[src/rtl/hazard_controller.sv]
// Hazard and forwarding controller for the 19-bit five-stage core.
// Decodes the instruction leaving ID into a shadow record. The record then
// moves through ID/EX, EX/MEM and MEM/WB copies. These copies drive the
// load-use and flag-use stalls, the EX operand forwarding selects, the
// pipeline-register enables and the IF/ID flush.
module hazard_controller #(
  parameter int REG_ADDR_W = 3,
  parameter int CNT_W      = 16
) (
  input  logic                  clk,
  input  logic                  reset,
  input  logic [18:0]           id_instr,
  input  logic                  id_valid,
  input  logic                  pc_redirect,
  output logic                  pc_write,
  output logic                  if_id_write,
  output logic                  flush_if_id,
  output logic                  id_ex_bubble,
  output logic [1:0]            fwd_a,
  output logic [1:0]            fwd_b,
  output logic [CNT_W-1:0]      stall_count
);

  // Shadow copy of the control fields that one pipeline stage carries.
  typedef struct packed {
    logic                  valid;
    logic                  wr;
    logic                  ld;
    logic                  sf;
    logic [REG_ADDR_W-1:0] rd;
    logic                  a_used;
    logic [REG_ADDR_W-1:0] a;
    logic                  b_used;
    logic [REG_ADDR_W-1:0] b;
  } stage_rec_t;

  // Forwarding select encodings
  localparam logic [1:0] FWD_RF    = 2'b00;
  localparam logic [1:0] FWD_EXMEM = 2'b01;
  localparam logic [1:0] FWD_MEMWB = 2'b10;

  // Major opcode values in id_instr[18:16]
  localparam logic [2:0] OP_ARITH_R0 = 3'b000;
  localparam logic [2:0] OP_ARITH_R1 = 3'b001;
  localparam logic [2:0] OP_ARITH_I0 = 3'b010;
  localparam logic [2:0] OP_ARITH_I1 = 3'b011;
  localparam logic [2:0] OP_MEM      = 3'b100;
  localparam logic [2:0] OP_BRANCH   = 3'b101;
  localparam logic [2:0] OP_SHIFT    = 3'b110;
  localparam logic [2:0] OP_JUMP     = 3'b111;

  localparam logic [CNT_W-1:0] CNT_MAX = '1;

  // Instruction fields
  logic [2:0]            id_op;
  logic                  id_store_sel;
  logic [REG_ADDR_W-1:0] id_rd;
  logic [REG_ADDR_W-1:0] id_rs;
  logic [REG_ADDR_W-1:0] id_rt;

  // Decode results for the instruction in ID
  stage_rec_t dec_rec;
  logic       dec_uses_flags;

  // Hazard terms
  logic load_use_a;
  logic load_use_b;
  logic load_use;
  logic flag_use;
  logic stall;

  // Shadow records and stall counter
  stage_rec_t       idex_q,  idex_d;
  stage_rec_t       exmem_q, exmem_d;
  stage_rec_t       memwb_q, memwb_d;
  logic [CNT_W-1:0] stall_count_q, stall_count_d;

  // Choose the forwarding source for one EX operand. EX/MEM wins over MEM/WB.
  // Invalid records cannot match because valid is checked.
  function automatic logic [1:0] fwd_select(
    input logic                  used,
    input logic [REG_ADDR_W-1:0] src,
    input stage_rec_t            em,
    input stage_rec_t            mw
  );
    logic [1:0] sel;
    sel = FWD_RF;
    if (used && em.valid && em.wr && (em.rd == src)) begin
      sel = FWD_EXMEM;
    end else if (used && mw.valid && mw.wr && (mw.rd == src)) begin
      sel = FWD_MEMWB;
    end
    return sel;
  endfunction

  assign id_op        = id_instr[18:16];
  assign id_store_sel = id_instr[14];
  assign id_rd        = id_instr[11 +: REG_ADDR_W];
  assign id_rs        = id_instr[8 +: REG_ADDR_W];
  assign id_rt        = id_instr[5 +: REG_ADDR_W];

  // Decode ID into a stage record; a bubble in ID gives an all-zero record.
  always_comb begin
    dec_rec        = '0;
    dec_uses_flags = 1'b0;
    if (id_valid) begin
      dec_rec.valid = 1'b1;
      case (id_op)
        OP_ARITH_R0, OP_ARITH_R1: begin
          dec_rec.a_used = 1'b1;
          dec_rec.a      = id_rs;
          dec_rec.b_used = 1'b1;
          dec_rec.b      = id_rt;
          dec_rec.wr     = 1'b1;
          dec_rec.rd     = id_rd;
          dec_rec.sf     = 1'b1;
        end
        OP_ARITH_I0, OP_ARITH_I1, OP_SHIFT: begin
          dec_rec.a_used = 1'b1;
          dec_rec.a      = id_rs;
          dec_rec.wr     = 1'b1;
          dec_rec.rd     = id_rd;
          dec_rec.sf     = 1'b1;
        end
        OP_MEM: begin
          dec_rec.a_used = 1'b1;
          dec_rec.a      = id_rs;
          if (id_store_sel) begin
            // STM: rd is the store-data source, nothing is written back
            dec_rec.b_used = 1'b1;
            dec_rec.b      = id_rd;
          end else begin
            dec_rec.wr = 1'b1;
            dec_rec.rd = id_rd;
            dec_rec.ld = 1'b1;
          end
        end
        OP_BRANCH: begin
          dec_uses_flags = 1'b1;
        end
        OP_JUMP: begin
          dec_rec.valid = 1'b1;
        end
        default: begin
          dec_rec.valid = 1'b1;
        end
      endcase
    end
  end

  // Detect load-use and flag-use hazards between ID and the record in ID/EX.
  always_comb begin
    load_use_a = dec_rec.a_used && (dec_rec.a == idex_q.rd);
    load_use_b = dec_rec.b_used && (dec_rec.b == idex_q.rd);
    load_use   = idex_q.valid && idex_q.ld && (load_use_a || load_use_b);
    // C/Z become valid only at the end of EX, so a branch right behind a setter waits
    flag_use   = dec_uses_flags && idex_q.valid && idex_q.sf;
    stall      = load_use || flag_use;
  end

  // Drive pipeline enables and flush. A redirect is held off while stalled.
  always_comb begin
    pc_write     = ~stall;
    if_id_write  = ~stall;
    id_ex_bubble = stall;
    flush_if_id  = pc_redirect && !stall && !reset;
  end

  // Drive the EX operand forwarding selects from the shadow records.
  always_comb begin
    fwd_a = fwd_select(idex_q.a_used, idex_q.a, exmem_q, memwb_q);
    fwd_b = fwd_select(idex_q.b_used, idex_q.b, exmem_q, memwb_q);
  end

  // Next state: advance the records and count stall cycles up to saturation.
  always_comb begin
    idex_d        = stall ? '0 : dec_rec;
    exmem_d       = idex_q;
    memwb_d       = exmem_q;
    stall_count_d = stall_count_q;
    if (stall && (stall_count_q != CNT_MAX)) begin
      stall_count_d = stall_count_q + 1'b1;
    end
  end

  // State registers. The asynchronous reset clears all records.
  always_ff @(posedge clk or posedge reset) begin
    if (reset) begin
      idex_q        <= '0;
      exmem_q       <= '0;
      memwb_q       <= '0;
      stall_count_q <= '0;
    end else begin
      idex_q        <= idex_d;
      exmem_q       <= exmem_d;
      memwb_q       <= memwb_d;
      stall_count_q <= stall_count_d;
    end
  end

  assign stall_count = stall_count_q;

endmodule

[config.mk]
export PLATFORM = sky130hd
export DESIGN_NAME = hazard_controller
export DESIGN_NICKNAME = d
export VERILOG_FILES = /design/src/rtl/hazard_controller.sv
export SDC_FILE = /design/constraint.sdc
export NUM_CORES = 1
export LEC_CHECK = 0
export CAP_MARGIN = 20
export CORE_AREA = 2 2 75 59
export DETAILED_ROUTE_END_ITERATION = 8
export DIE_AREA = 0 0 77 61
export GPL_ROUTABILITY_DRIVEN = 1
export PLACE_DENSITY_LB_ADDON = 0.05
export SYNTH_ARGS = -nofsm -noshare
export SYNTH_HDL_FRONTEND = slang
export SYNTH_SLANG_ARGS = --single-unit
[constraint.sdc]
create_clock -name clk -period 3 [get_ports clk]
set_input_delay 0.75 -clock clk [delete_from_list [all_inputs] [get_ports clk]]
set_output_delay 0.75 -clock clk [all_outputs]
set_load 0.01 [all_outputs]
==> metrics <==
register bit total from synthesis=41; final count of negative-setup-slack endpoints=0; nets in the synthesized netlist=187; clock tree from TritonCTS=yes; max-cap check violation count=0; Die Wd=77 µm; transition time at the pin with the least slew margin=just over 500 ps; data arrival time of the critical path=2170 ps; Achievable Freq=342 MHz; total of warnings raised by yosys=0; area of the die=roughly 4700 µm²; Logic pwr share=0.139; clock latency on the worst-skew pair=300 ps; total length of routed wires=4050 µm; share of the synthesized area in the top cell type=0.541; total number of vias=1427; static leakage=1.22 nW; Hold Path Class=flop to flop; data required time of the worst path=between 2000 and 2500 ps; cell-by-cell trace of the critical path=clkdlybuf4s50_1 > nor2b_2 > a31oi_4 > xor2_2 > a31oi_4 > and3_1 > buf_2; # DRC=0; power per cell area=437 nW/µm²; post-synthesis average cell area=11.6 µm²; final cell utilization of the core=0.665; WP buf/inv=2; sequential area share after synthesis=0.541; vias per cell=just over 5; switching power=between 0.0002 and 0.0003 W; leading post-synthesis cells by cell area=sky130_fd_sc_hd__dfrtp_1 54%, sky130_fd_sc_hd__xor2_1 7.4%, sky130_fd_sc_hd__xnor2_1 6.5%; Crit Path Max Fanout=4; worst vdd ir=0.297 mV; proportion of layout cells with a drive suffix above 1=0.212; relative max-transition margin=0.662; cell chosen for the clock root=sky130_fd_sc_hd__clkbuf_8; CTS Hold Bufs=0; diodes inserted=0; Inserted Clock Buffers=5; final hold violations=0; pin count of the biggest net entering global routing=42; clock-pin slew on the worst setup and hold paths=70 ps; cell type contributing the most total cell area after synthesis=sky130_fd_sc_hd__dfrtp_1; net switching share of the total power=0.256; post-layout net count=about 250; number of fillers in the final layout=337; standard cell with the maximum stage delay on the critical path=sky130_fd_sc_hd__clkdlybuf4s50_1; drt pass-1 iters=4; final std cell area, no fill=~2600 µm²; routability-driven placement congestion ratio=slightly above 0.8; Max Root-Sink Buffers=2; IO Pins=47; count of pins over their slew limit=0; total negative slack=0 ps; most common cell after layout, fill and taps aside=sky130_fd_sc_hd__dfrtp_1; vias in the first global route=1378; run status=finished clean; first-pass GRT wire length=6620 µm; Max stage delay on crit path=390 ps; P_int=0.000855 W; Initial Util=0.479; Detail Placement HPWL=3100 µm; nature of the critical path endpoint=output port; TritonCTS Sinks=slightly above 40; PortBufs=40; leading cell types in the layout, fill and taps excluded=41 x sky130_fd_sc_hd__dfrtp_1, 26 x sky130_fd_sc_hd__clkdlybuf4s50_1, 15 x sky130_fd_sc_hd__xor2_1, 15 x sky130_fd_sc_hd__buf_4, 14 x sky130_fd_sc_hd__xnor2_1; die height=about 61 µm; final period demand of the worst path=just under 3000 ps; Worst Clk Skew=around 14 ps; category of the worst setup path launch point=primary input; global-route congestion overflow total=0; First DRT Iteration DRCs=50; All-Layer GR Usage=0.189; number of levels in the clock H-tree=2; fraction of power consumed by the clock network=0.327; family of cells with the greatest summed delay on the critical path=buffers and inverters; sequential power share=0.533; type of the setup path with the least slack=primary input to output port; post-route non-filler standard cell count=approximately 280; number of antenna violations at the first check in global routing=0; standard cell area after detailed placement=2470 µm²; area overhead of the layout relative to synthesis=38.7%; post-route ant nets=0; Wirelength per Cell=14.4 µm; post-route fraction of the period consumed by the critical path=0.973; area of the core=3950 µm²; Core Rows=20; Most common cell on crit path=sky130_fd_sc_hd__a31oi_4; area of the mapped netlist=approximately 1900 µm²; Placed Instances=272; library cells used by synthesis=35; instance count of the mapped netlist=163
==> worst reg2reg max path, cell delays in order (launching register included) <==
cell,delay [ps]
sky130_fd_sc_hd__dfrtp_1,460
sky130_fd_sc_hd__or3b_1,410
sky130_fd_sc_hd__o2111ai_2,80
sky130_fd_sc_hd__o21ai_2,110
sky130_fd_sc_hd__a31oi_4,240
sky130_fd_sc_hd__buf_4,210
sky130_fd_sc_hd__nand2_1,130
sky130_fd_sc_hd__a21oi_1,350
sky130_fd_sc_hd__and2_1,190
==> cell usage after synthesis <==
cell type	count
sky130_fd_sc_hd__a31oi_1	3
sky130_fd_sc_hd__nor4_1	5
sky130_fd_sc_hd__nor2_1	10
sky130_fd_sc_hd__nor2b_1	4
sky130_fd_sc_hd__a31o_2	1
sky130_fd_sc_hd__or3b_1	1
sky130_fd_sc_hd__o2111ai_1	1
sky130_fd_sc_hd__nand4_1	6
sky130_fd_sc_hd__nor2_4	1
sky130_fd_sc_hd__and4_1	1
sky130_fd_sc_hd__o21a_1	1
sky130_fd_sc_hd__buf_4	1
sky130_fd_sc_hd__and3_1	4
sky130_fd_sc_hd__xor2_1	16
sky130_fd_sc_hd__a41oi_1	1
sky130_fd_sc_hd__o21ai_0	3
sky130_fd_sc_hd__nor3_1	2
sky130_fd_sc_hd__nor4b_1	1
sky130_fd_sc_hd__clkbuf_4	1
sky130_fd_sc_hd__ha_1	1
sky130_fd_sc_hd__dfrtp_1	41
sky130_fd_sc_hd__a31oi_4	2
sky130_fd_sc_hd__nand2_1	9
sky130_fd_sc_hd__a21o_1	1
sky130_fd_sc_hd__xnor2_1	14
sky130_fd_sc_hd__inv_1	7
sky130_fd_sc_hd__nand3_1	11
sky130_fd_sc_hd__and2_1	6
sky130_fd_sc_hd__a2111oi_4	1
sky130_fd_sc_hd__mux2_2	1
sky130_fd_sc_hd__nor2b_4	1
sky130_fd_sc_hd__nor4b_2	1
sky130_fd_sc_hd__nor4_4	1
sky130_fd_sc_hd__a21oi_1	2
sky130_fd_sc_hd__nand2b_1	1
==> worst paths after layout <==
| check | start | end | slack (ps) | cells after the start |
|---|---|---|---|---|
| max | id_instr[7] | flush_if_id | 80 | 7 |
| min | exmem_d[13]$_DFF_PP0_ | exmem_q[13]$_DFF_PP0_ | 360 | 0 |
| max reg2reg | exmem_d[8]$_DFF_PP0_ | exmem_d[9]$_DFF_PP0_ | 770 | 8 |
| min reg2reg | exmem_d[13]$_DFF_PP0_ | exmem_q[13]$_DFF_PP0_ | 360 | 0 |
| max in group asynchronous | reset | exmem_d[13]$_DFF_PP0_ | 1680 | 3 |
| min in group asynchronous | reset | stall_count[11]$_DFFE_PP0P_ | 950 | 3 |
==> cells by family after synthesis <==
family                     Yosys count  share of synthesized area
and+or+nand+nor                     65                      0.204
DFF                                 41                      0.541
xor gates and xnor gates            30                      0.139
AOI/OAI and AO/OA                   16                     0.0819
buffers and inverters                9                     0.0218
muxes                                1                    0.00594
adders and majority gates            1                    0.00660
==> repair_timing <==
action | 4_1_cts | 5_1_grt
gates resized for setup | 30 | 15
setup buffers | 1 | 0
pin swaps | 8 | 7
setup endpoints to repair | 4 | 4
==> layer usage <==
| layer | routed length, µm | vias up | global-route usage |
|---|---|---|---|
| met3 | 158 | 6 | 0.0446 |
| li1 | - | 689 | - |
| met1 | 1970 | 699 | 0.250 |
| met2 | 1870 | 33 | 0.313 |
| met4 | 51 | 0 | 0.0689 |
| met5 | 0 | - | 0 |
==> area by class of cell <==
class / count / area [µm²] / area share
clock buffer: 6 / 82.6 / 0.0314
clock inverter: 2 / 13.8 / 0.00524
inverter: 7 / 26.3 / 0.0100
multi-input combinational: 113 / 893 / 0.340
sequential: 41 / 1030 / 0.390
tap: 55 / 68.8 / 0.0262
timing repair buffer: 57 / 518 / 0.197
==> sequential cells by signal, summed over array words and instances (netlist names) <==
| name | count |
|---|---|
| stall_count | 16 |
| exmem_d | 15 |
| exmem_q | 5 |
| memwb_q | 5 |
==> power by group through the flow <==
stage	Sequential (W)	Clock, W	Combinational, W
2_1_floorplan	0.000623	0	0.0000673
3_3_place_gp	0.000621	0	0.000151
3_5_place_dp	0.000623	0	0.000155
4_1_cts	0.000612	0.000384	0.000159
5_1_grt	0.000617	0.000414	0.000176
6_report	0.000613	0.000376	0.000160
==> stage by stage <==
| stage | setup WS (ps) | hold WS, ps | power (W) |
|---|---|---|---|
| 2_1_floorplan | 278 | 331 | 0.000690 |
| 3_3_place_gp | -573 | 334 | 0.000772 |
| 3_5_place_dp | -598 | 350 | 0.000778 |
| 4_1_cts | 3.01 | 364 | 0.00116 |
| 5_1_grt | -0.993 | 381 | 0.00121 |
| 6_report | 80.0 | 361 | 0.00115 |
Power figures use the tool's default switching activity.
